**config.mk**
```make
export PLATFORM = sky130hd
export DESIGN_NAME = lab1_fp_decode_flat
export DESIGN_NICKNAME = d
export VERILOG_FILES = /design/src/rtl/lab1_fp_decode_if.sv /design/src/rtl/lab1_fp_decode.sv /design/src/flat_wrapper.sv
export SDC_FILE = /design/constraint.sdc
export NUM_CORES = 1
export LEC_CHECK = 0
export CAP_MARGIN = 0
export CORE_UTILIZATION = 56
export CTS_CLUSTER_DIAMETER = 150
export DETAILED_ROUTE_END_ITERATION = 10
export PLACE_DENSITY = 0.83
export SLEW_MARGIN = 10
export SYNTH_ARGS = -nofsm -noshare
export SYNTH_HDL_FRONTEND = slang
export SYNTH_SLANG_ARGS = --single-unit
```
**constraint.sdc**
```tcl
create_clock -name clk -period 2.4 [get_ports clk]
set_clock_uncertainty 0.1 [all_clocks]
set_input_delay 0.6 -clock clk [delete_from_list [all_inputs] [get_ports clk]]
set_output_delay 0.6 -clock clk [all_outputs]
set_load 0.1 [all_outputs]
```
**src/rtl/lab1_fp_decode_if.sv**
```systemverilog
// rtl/lab1_fp_decode_if.sv - handshake bundle between the fp word producer, the decoder and its consumer
interface lab1_fp_decode_if #(
    parameter int EXP_W = 3,
    parameter int SIG_W = 4,
    parameter int OUT_W = 12
);
    logic             in_valid;
    logic             in_ready;
    logic             S;
    logic [EXP_W-1:0] E;
    logic [SIG_W-1:0] F;
    logic             out_valid;
    logic             out_ready;
    logic [OUT_W-1:0] D;

    // master drives words in and consumes results; slave is the decoder
    modport master (
        output in_valid, S, E, F, out_ready,
        input  in_ready, out_valid, D
    );

    modport slave (
        input  in_valid, S, E, F, out_ready,
        output in_ready, out_valid, D
    );
endinterface

```
**src/rtl/lab1_fp_decode.sv**
```systemverilog
// rtl/lab1_fp_decode.sv - serial decoder of S/E/F float words into two's-complement linear values
module lab1_fp_decode #(
    parameter int EXP_W = 3,
    parameter int SIG_W = 4,
    parameter int OUT_W = 12
) (
    input  logic              clk,
    input  logic              rst,
    lab1_fp_decode_if.slave   bus
);
    typedef enum logic [1:0] {
        ST_IDLE  = 2'd0,
        ST_SHIFT = 2'd1,
        ST_FIX   = 2'd2,
        ST_DONE  = 2'd3
    } state_t;

    state_t           state_q, state_d;
    logic [OUT_W-1:0] acc_q, acc_d;
    logic [EXP_W-1:0] cnt_q, cnt_d;
    logic             sgn_q, sgn_d;
    logic [OUT_W-1:0] d_q, d_d;
    logic             out_valid_q, out_valid_d;

    assign bus.in_ready  = (state_q == ST_IDLE);
    assign bus.out_valid = out_valid_q;
    assign bus.D         = d_q;

    always_comb begin
        state_d     = state_q;
        acc_d       = acc_q;
        cnt_d       = cnt_q;
        sgn_d       = sgn_q;
        d_d         = d_q;
        out_valid_d = out_valid_q;
        case (state_q)
            ST_IDLE: begin
                if (bus.in_valid) begin
                    acc_d   = OUT_W'(bus.F);
                    cnt_d   = bus.E;
                    sgn_d   = bus.S;
                    state_d = (bus.E != '0) ? ST_SHIFT : ST_FIX;
                end
            end
            ST_SHIFT: begin
                acc_d = acc_q << 1;
                cnt_d = cnt_q - EXP_W'(1);
                if (cnt_q == EXP_W'(1)) begin
                    state_d = ST_FIX;
                end
            end
            ST_FIX: begin
                // S=1 with a zero magnitude negates to zero, so no negative zero appears
                d_d         = sgn_q ? (~acc_q + OUT_W'(1)) : acc_q;
                out_valid_d = 1'b1;
                state_d     = ST_DONE;
            end
            ST_DONE: begin
                if (bus.out_ready) begin
                    out_valid_d = 1'b0;
                    state_d     = ST_IDLE;
                end
            end
            default: begin
                state_d     = ST_IDLE;
                out_valid_d = 1'b0;
            end
        endcase
    end

    always_ff @(posedge clk) begin
        if (rst) begin
            state_q     <= ST_IDLE;
            acc_q       <= '0;
            cnt_q       <= '0;
            sgn_q       <= 1'b0;
            d_q         <= '0;
            out_valid_q <= 1'b0;
        end else begin
            state_q     <= state_d;
            acc_q       <= acc_d;
            cnt_q       <= cnt_d;
            sgn_q       <= sgn_d;
            d_q         <= d_d;
            out_valid_q <= out_valid_d;
        end
    end
endmodule

```
**src/flat_wrapper.sv**
```systemverilog
// flat-port wrapper written by rule: the top's interface ports become plain ports
module lab1_fp_decode_flat 
#(
    parameter int EXP_W = 3,
    parameter int SIG_W = 4,
    parameter int OUT_W = 12
)
  (clk, rst, bus_in_valid, bus_S, bus_E, bus_F, bus_out_ready, bus_in_ready, bus_out_valid, bus_D);
  lab1_fp_decode_if #(.EXP_W(EXP_W), .SIG_W(SIG_W), .OUT_W(OUT_W)) bus_i ();
  input  logic clk;
  input  logic rst;
  input wire logic [$bits(bus_i.in_valid)-1:0] bus_in_valid;
  input wire logic [$bits(bus_i.S)-1:0] bus_S;
  input wire logic [$bits(bus_i.E)-1:0] bus_E;
  input wire logic [$bits(bus_i.F)-1:0] bus_F;
  input wire logic [$bits(bus_i.out_ready)-1:0] bus_out_ready;
  output wire logic [$bits(bus_i.in_ready)-1:0] bus_in_ready;
  output wire logic [$bits(bus_i.out_valid)-1:0] bus_out_valid;
  output wire logic [$bits(bus_i.D)-1:0] bus_D;
  assign bus_i.in_valid = bus_in_valid;
  assign bus_i.S = bus_S;
  assign bus_i.E = bus_E;
  assign bus_i.F = bus_F;
  assign bus_i.out_ready = bus_out_ready;
  assign bus_in_ready = bus_i.in_ready;
  assign bus_out_valid = bus_i.out_valid;
  assign bus_D = bus_i.D;
  lab1_fp_decode #(.EXP_W(EXP_W), .SIG_W(SIG_W), .OUT_W(OUT_W)) u_core (.clk(clk), .rst(rst), .bus(bus_i));
endmodule
```
======== Word level (Yosys, flattened, before mapping) ========
Index checks and enable logic that the tools add are counted.
cells by class
  reduce and logical (&&, ||, !) cells .... 8
  bitwise gates (word level) .............. 1
  $add $sub $neg .......................... 2
  equality and inequality tests ........... 7
  mux-type cells .......................... 12
operators with widths
  kind                                                    number
  two-way mux 12 bit                                      2
  case mux 12 bit (2 select lines)                        1
  adder 12 x 1 -> 12 bit (second input constant)          1
  inverter 12 bit                                         1
  two-way mux 2 bit                                       4
  case mux 2 bit (4 select lines)                         1
  case mux 3 bit (2 select lines)                         1
  AND reduction 2 bit                                     3
  equality test 2 bit (second input constant)             2
  inequality test 2 bit (second input constant)           2
  nonzero test 2 bit                                      2
  equality test 3 x 1 -> 1 bit (second input constant)    1
  two-way mux 3 bit                                       1
  AND reduction 3 bit                                     1
  nonzero test 3 bit                                      1
  subtractor 3 x 1 -> 3 bit (second input constant)       1
  equality test 2 x 1 -> 1 bit (second input constant)    1
  logical NOT 2 bit                                       1
  inequality test 2 x 1 -> 1 bit (second input constant)  1
  case mux 1 bit (2 select lines)                         1
  two-way mux 1 bit                                       1
storage, ports and cells
  register bits ........................... 31
  output and inout bits ................... 14

======== Depth between registers and ports, before layout ========
Gate-level depths: netlist of the first run.
  depth after elaboration ................. 4
  gate-level depth with buffers ........... 8

======== Worst setup path before layout of the first run ========
No wires, ideal clock.
  path type ............................... flip-flop to flip-flop
  start ................................... reg u_core.state_q[0]
  end ..................................... reg u_core.acc_q[11]
  slack ................................... 72 ps
  stages on the path, launching flop included .. 9
  required time ........................... 2172 ps
  period minus slack after synthesis ...... 2328 ps
  data arrival time ....................... 2101 ps
  library setup time ...................... 128 ps
  cell sequence ........................... dfxtp_1 inv_1 ha_1 buf_2 nand2b_1 and2_1 clkbuf_1 a22oi_1 nor2_1
on the way
  word-level cells in the longest chain between the ends .. 3
  elaborated cells on any way between the ends .. 6
  classes of those cells .................. eq/ne (2); mux (1); reduce/logical (3)
ends and longest elaborated chain
  what                                                                          RTL line              source
  start, declared                                                               lab1_fp_decode.sv:18  state_t state_q, state_d;
  start signal, assigned                                                        lab1_fp_decode.sv:80  state_q <= state_d;
  logical NOT 2 bit *                                                           n/a
  named net bus_in_ready                                                        flat_wrapper.sv:17    output wire logic [$bits(bus_i.in_ready)-1:0] bus_in_ready;
  inequality test 2 bit (no line) / nonzero test 2 bit (equally long branches)  n/a
  AND reduction 2 bit (no line)                                                 n/a
  end signal, assigned                                                          lab1_fp_decode.sv:74  acc_q <= '0;
  end signal, assigned                                                          lab1_fp_decode.sv:81  acc_q <= acc_d;
  end, declared                                                                 lab1_fp_decode.sv:19  logic [OUT_W-1:0] acc_q, acc_d;
Mark *: on every way through the listed nets, which the timed path passes. The rest lies on a longest branch.
A chain may end at the register's enable or synchronous reset.

======== Worst setup path in the final report of the first run ========
  start ................................... reg u_core.state_q[0]
  end ..................................... out bus_in_ready
on the way
  word-level cells in the longest chain between the ends .. 1
ends and longest elaborated chain
  what               RTL line              source
  logical NOT 2 bit  lab1_fp_decode.sv:25  assign bus.in_ready = (state_q == ST_IDLE);
  end, declared      flat_wrapper.sv:17
No other way between the ends.

==> reports/results.txt, run 1 <==
share of cells above drive strength 1 = 0.155
Power Total = 0.00238 W
Worst Reg-to-Reg Cells = 6
Sequential Power Share = 0.303
first-pass GRT wire length = 5130 um
cells after synthesis = 181
CTS root buf = clkbuf_4
pin count of the biggest net entering global routing = 20
starting density of the core = 0.608
r2r setup slk = 0.55 ns
hold path start = u_core.bus.D[9]$_SDFFE_PP0P_
grt total ovfl = 0
Slew HR = 0.561
final worst-path cycle share = 0.880
post-synthesis register bit count = 31
Synth-to-Final Area Change = 20.7%
sequential fraction of the synthesis area = 0.401
initial antenna violation count = 0
final number of hold-violating endpoints = 0
most frequent cells in the layout = dfxtp_1, nor2_1, buf_4
port bufs = 25
most common cell after layout, fill and taps aside = dfxtp_1
I/O pins = 26
worst reg2reg path endpoint = u_core.acc_q[2]$_SDFFE_PP0P_
Worst VDD drop = 0.00103 V
r2r startpoint = u_core.state_q[1]$_SDFFE_PP0P_
Antenna Nets Post-Route = 0
Tot GR Track Use = 0.245
hold buffer count at cts = 0
min Tclk post-route = 2.11 ns
NetSw = 0.00110 W
CP startpoint kind = flip-flop
die height = 54.6 um
Rows = 18
Worst Tran Pin Value = 0.658 ns
CP endpoint kind = output pin
max-cap viol count = 0
outcome = finished, final reports clean
PD cells = 1270 nW/um^2
routed wire length = 3090 um
# DRC = 0
yosys warns = 0
gp weighted congestion = 0.779
postcts setup bufs = 0
Final Max Tran Viols = 0
crit path max fanout = 11
clk buf depth = 2
Die X = 54.6 um
vias in the first global route = 1,171
Synth cell types = 37
EDFF count, synth = 0
Clock Sinks = 31
synthesized area per cell = 8.55 sq um
FFs w/ async S/R, synth = 0
clock latency on the worst-skew pair = 0.33 ns
Via density = 5.69
Worst EP required = 1.70 ns
fmax = 474 MHz
HPWL Detailed = 2270 um
1st-pass router iterations = 4
total CTS buffers = 5
Logic pwr share = 0.519
Arr. time, crit path = 1.41 ns
hold path depth = 2
Cell Int Power = 0.00127 W
worst hold endpoint = u_core.bus.D[9]$_SDFFE_PP0P_
WHS = 0.363 ns
core area = 2540 sq um
Resized cells post-CTS = 0
Ant. Diodes = 0
switch share = 0.465
vias = 1,344
critical path class = reg2out
CTS H-tree lvls = 2
TNS Setup = 0 ns
Die ar. = 2980 sq um
syn nets = 200
final setup vio count = 0
TritonCTS clock tree = yes
Hold Path Class = reg2reg
Clk pin slew, worst setup/hold paths = 0.09 ns
ys flop type = dfxtp_1
RSZ-0062 raised after global routing = no
routed len/inst = 13.1 um
Post-Syn Area = 1550 sq um
final core occ = 0.734
Leak = 0.705 nW
1st-iter DRT viols = 27
Clk pwr share = 0.178
NumNets Final = 224
[cells by family after synthesis]
logic type | Yosys count | synth area share
AOI/OAI and AO/OA | 48 | 0.208
xor gates and xnor gates | 7 | 0.0396
adders and majority gates | 7 | 0.0566
buffers and inverters | 21 | 0.0590
DFF | 31 | 0.401
muxes | 6 | 0.0388
and+or+nand+nor | 61 | 0.197
[registers in the layout, summed over array words and instances (netlist names)]
register	flops
u_core.sgn_q	1
u_core.bus.D	12
u_core.state_q	2
u_core.acc_q	12
u_core.cnt_q	3
u_core.bus.out_valid	1
[cells in the mapped netlist, types with 6 or more instances]
master	n	area (sq um)
inv_1	9	33.8
o21ai_0	10	50.1
ha_1	7	87.6
a22oi_1	8	60.1
mux2i_1	6	60.1
nand2_1	12	45.0
nor2_1	26	97.6
a21oi_1	8	40.0
dfxtp_1	31	621
a211oi_1	7	52.6
[through the flow]
step                worst slack, ns  area, sq um  cells
floorplan                    0.0716         1550    181
global placement              0.416         1780    228
detailed placement            0.321         1780    228
CTS                           0.284         1870    236
global route                  0.188         1870    236
finish                        0.288         1870    236
[worst max-delay path: stages (launching register included)]
cell,delay (ns)
dfxtp_1,0.35
inv_1,0.09
ha_1,0.41
buf_12,0.23
[layer usage]
| layer | vias up | track usage | routed length, um |
|---|---|---|---|
| met3 | 3 | 0.0750 | 142 |
| met1 | 625 | 0.329 | 1500 |
| met5 | - | 0 | 0 |
| met4 | 0 | 0.0641 | 23 |
| met2 | 28 | 0.380 | 1430 |
| li1 | 688 | - | - |
[worst max-delay path by stage]
stage                                        start                       endpoint  slack, ns  cells after the start
finish              u_core.state_q[0]$_SDFFE_PP0P_                   bus_in_ready       0.29                      3
CTS                 u_core.state_q[0]$_SDFFE_PP0P_                   bus_in_ready       0.28                      3
detailed placement                    bus_in_valid   u_core.cnt_q[0]$_SDFFE_PP0P_       0.32                      6
floorplan           u_core.state_q[0]$_SDFFE_PP0P_  u_core.acc_q[11]$_SDFFE_PP0P_       0.07                      8
global route        u_core.state_q[0]$_SDFFE_PP0P_                   bus_in_ready       0.19                      3
global placement                      bus_in_valid   u_core.cnt_q[2]$_SDFFE_PP0P_       0.42                      6
[power by group through the flow]
stage / sequential (W) / clock [W] / combinational (W)
after floorplan: 0.00100 / 0 / 0.000703
after global placement: 0.000723 / 0 / 0.00120
after detailed placement: 0.000733 / 0 / 0.00123
after CTS: 0.000720 / 0.000429 / 0.00123
after global routing: 0.000738 / 0.000459 / 0.00134
final: 0.000721 / 0.000423 / 0.00123
[final cells by class]
| class | count | area (sq um) |
|---|---|---|
| Sequential cell | 31 | 621 |
| Multi-Input combinational cell | 129 | 836 |
| Timing Repair Buffer | 28 | 250 |
| Inverter | 10 | 37.5 |
| Fill cell | 211 | 677 |
| Clock inverter | 2 | 35.0 |
| Tap cell | 30 | 37.5 |
| Clock buffer | 6 | 51.3 |
(Power assumes the default switching activity.)
==> run 2: changes to the inputs <==
--- a/config.mk
+++ b/config.mk
@@ -6,10 +6,11 @@
 export NUM_CORES = 1
 export LEC_CHECK = 0
 export CAP_MARGIN = 0
-export CORE_UTILIZATION = 56
+export CORE_MARGIN = 4
+export CORE_UTILIZATION = 50
 export CTS_CLUSTER_DIAMETER = 150
 export DETAILED_ROUTE_END_ITERATION = 10
-export PLACE_DENSITY = 0.83
+export PLACE_DENSITY = 0.76
 export SLEW_MARGIN = 10
 export SYNTH_ARGS = -nofsm -noshare
 export SYNTH_HDL_FRONTEND = slang
==> run 2 against run 1 <==
  * Die area increased by 36%
  * Register-to-register slack got worse by 0.06 ns
  * Core utilization decreased by 8.9 points
  * First-iteration DRC count increased by 100%
  * Design area decreased by 1.5%
  * Non-clock buffer count unchanged
  * Final cell count unchanged
==> reports/results.txt, run 2 (synthesis results as in run 1) <==
final worst-path cycle share = 0.868 (-0.0121)
port bufs = 25 (unchanged)
Placement Setup Slack = 0.280 ns (-0.0406 ns)
Slew HR = 0.574 (+0.0125)
outcome = finished, final reports clean
1st-iter DRT viols = 54 (+100%)
total CTS buffers = 5 (unchanged)
grt total ovfl = 0 (unchanged)
RSZ-0062 raised after global routing = no
vias = 1,319 (-1.9%)
Resized cells post-CTS = 0 (unchanged)
Die X = 63.6 um (+17%)
Clk pin slew, worst setup/hold paths = 0.09 ns (about the same)
final setup vio count = 0 (unchanged)
Worst EP required = 1.70 ns (about the same)
Crit path largest cell delay = 0.39 ns (-0.02 ns)
Rows = 19 (+1)
fmax = 480 MHz (+1.4%)
Die ar. = 4050 sq um (+36%)
1st-pass router iterations = 4 (unchanged)
gp weighted congestion = 0.845 (+8.5%)
Power Total = 0.00225 W (-5.2%)
CTS root buf = clkbuf_4
CP endpoint kind = output pin
switch share = 0.485 (+0.0200)
final number of hold-violating endpoints = 0 (unchanged)
Synth-to-Final Area Change = 18.8%
Hold Path Class = reg2reg
Final WS setup = 0.317 ns (+0.0291 ns)
Antenna Nets Post-Route = 0 (unchanged)
Arr. time, crit path = 1.38 ns (-0.03 ns)
WP buf/inv = 2 (unchanged)
Leak = 0.691 nW (-2.0%)
Sequential Power Share = 0.321 (+0.018)
hold buffer count at cts = 0 (unchanged)
Crit path depth = 3 (unchanged)
met3 GRT Util = 0.0426 (-0.0324)
Worst Tran Pin Value = 0.639 ns (-0.0188 ns)
share of cells above drive strength 1 = 0.151 (-0.00412)
NumNets Final = 224 (unchanged)
Final Max Tran Viols = 0 (unchanged)
TritonCTS clock tree = yes
pin count of the biggest net entering global routing = 20 (unchanged)
most common cell after layout, fill and taps aside = dfxtp_1
routed wire length = 3130 um (+1.2%)
I/O pins = 26 (unchanged)
die height = 63.6 um (+17%)
NetSw = 0.00109 W (-1.2%)
TNS Setup = 0 ns (unchanged)
crit path max fanout = 11 (unchanged)
grt peak-use layer = met2
sequence of cells on the critical path = inv_1 > ha_1 > buf_12
routed len/inst = 13.3 um (+1.2%)
met1 Usage GRT = 0.206 (-0.123)
initial antenna violation count = 0 (unchanged)
Clock Sinks = 31 (unchanged)
Clk pwr share = 0.132 (-0.046)
critical path class = reg2out
HPWL Detailed = 2440 um (+7.3%)
most frequent cells in the layout = dfxtp_1, nor2_1, buf_4
slowest library cell on the worst path = ha_1
Logic pwr share = 0.546 (+0.027)
hold path depth = 2 (unchanged)
postcts setup bufs = 0 (unchanged)
max-cap viol count = 0 (unchanged)
vias in the first global route = 1,237 (+5.6%)
Worst Reg-to-Reg Cells = 6 (unchanged)
Tot GR Track Use = 0.163 (-0.0824)
# DRC = 0 (unchanged)
WHS = 0.362 ns (-0.00142 ns)
Ant. Diodes = 0 (unchanged)
PD cells = 1220 nW/um^2 (-3.7%)
Cell Int Power = 0.00116 W (-8.8%)
CTS H-tree lvls = 2 (unchanged)
CP startpoint kind = flip-flop
met2 Usage GRT = 0.261 (-0.119)
Via density = 5.59 (-1.9%)
clock latency on the worst-skew pair = 0.32 ns (about the same)
min Tclk post-route = 2.08 ns (-0.0291 ns)
Worst VDD drop = 0.000505 V (-51%)
starting density of the core = 0.543 (-0.0656)
clk buf depth = 2 (unchanged)
first-pass GRT wire length = 5260 um (+2.7%)
core area = 2850 sq um (+12%)
CP delay by family, top = adder cells
## run 2: changes by cell type in the layout (fill, tap and decap cells not counted), sizes merged
cell    change
bufinv      -1
## run 2: routing by layer
| layer | vias to the layer above | routed length (um) |
|---|---|---|
| li1 | 688 | - |
| met1 | 597 | 1500 |
| met2 | 28 | 1450 |
| met3 | 6 | 128 |
| met4 | 0 | 48 |
| met5 | - | 0 |
## run 2: area by class of cell
class,count,area [sq um]
multi-input cells,129,836
inverters,10,37.5
well taps,31,38.8
flip-flops and latches,31,621
repair buffers,28,250
fillers,247,1010
clock buffers,6,51.3
clock inverters,1,5.00
## run 2: per-stage QoR
| stage | util | cell area, sq um | cells |
|---|---|---|---|
| after floorplan | - | 1550 | 181 |
| after CTS | 0.645 | 1840 | 236 |
| final | 0.645 | 1840 | 236 |
| after global placement | 0.625 | 1780 | 229 |
| after detailed placement | 0.625 | 1780 | 229 |
| after global routing | 0.645 | 1840 | 236 |
## run 2: worst paths after layout
check                                      start                             end  slack (ns)
setup / recovery  u_core.state_q[0]$_SDFFE_PP0P_                    bus_in_ready        0.32
hold / removal      u_core.cnt_q[1]$_SDFFE_PP0P_    u_core.cnt_q[1]$_SDFFE_PP0P_        0.36
setup reg to reg  u_core.state_q[0]$_SDFFE_PP0P_  u_core.state_q[1]$_SDFFE_PP0P_        0.49
hold reg to reg     u_core.cnt_q[1]$_SDFFE_PP0P_    u_core.cnt_q[1]$_SDFFE_PP0P_        0.36
## run 2: worst register-to-register path, stage by stage, from the launching register on
cell and delay (ns):
dfxtp_1 0.40, inv_1 0.09, ha_1 0.33, nor2b_1 0.22
a221oi_2 0.29, nor2_1 0.09, a311oi_1 0.30
## run 2: power by group through the flow
stage               logic (W)  clock network, W  registers, W
floorplan            0.000703                 0       0.00100
global placement      0.00120                 0      0.000726
detailed placement    0.00123                 0      0.000734
CTS                   0.00123          0.000305      0.000722
global route          0.00133          0.000332      0.000740
finish                0.00123          0.000298      0.000724
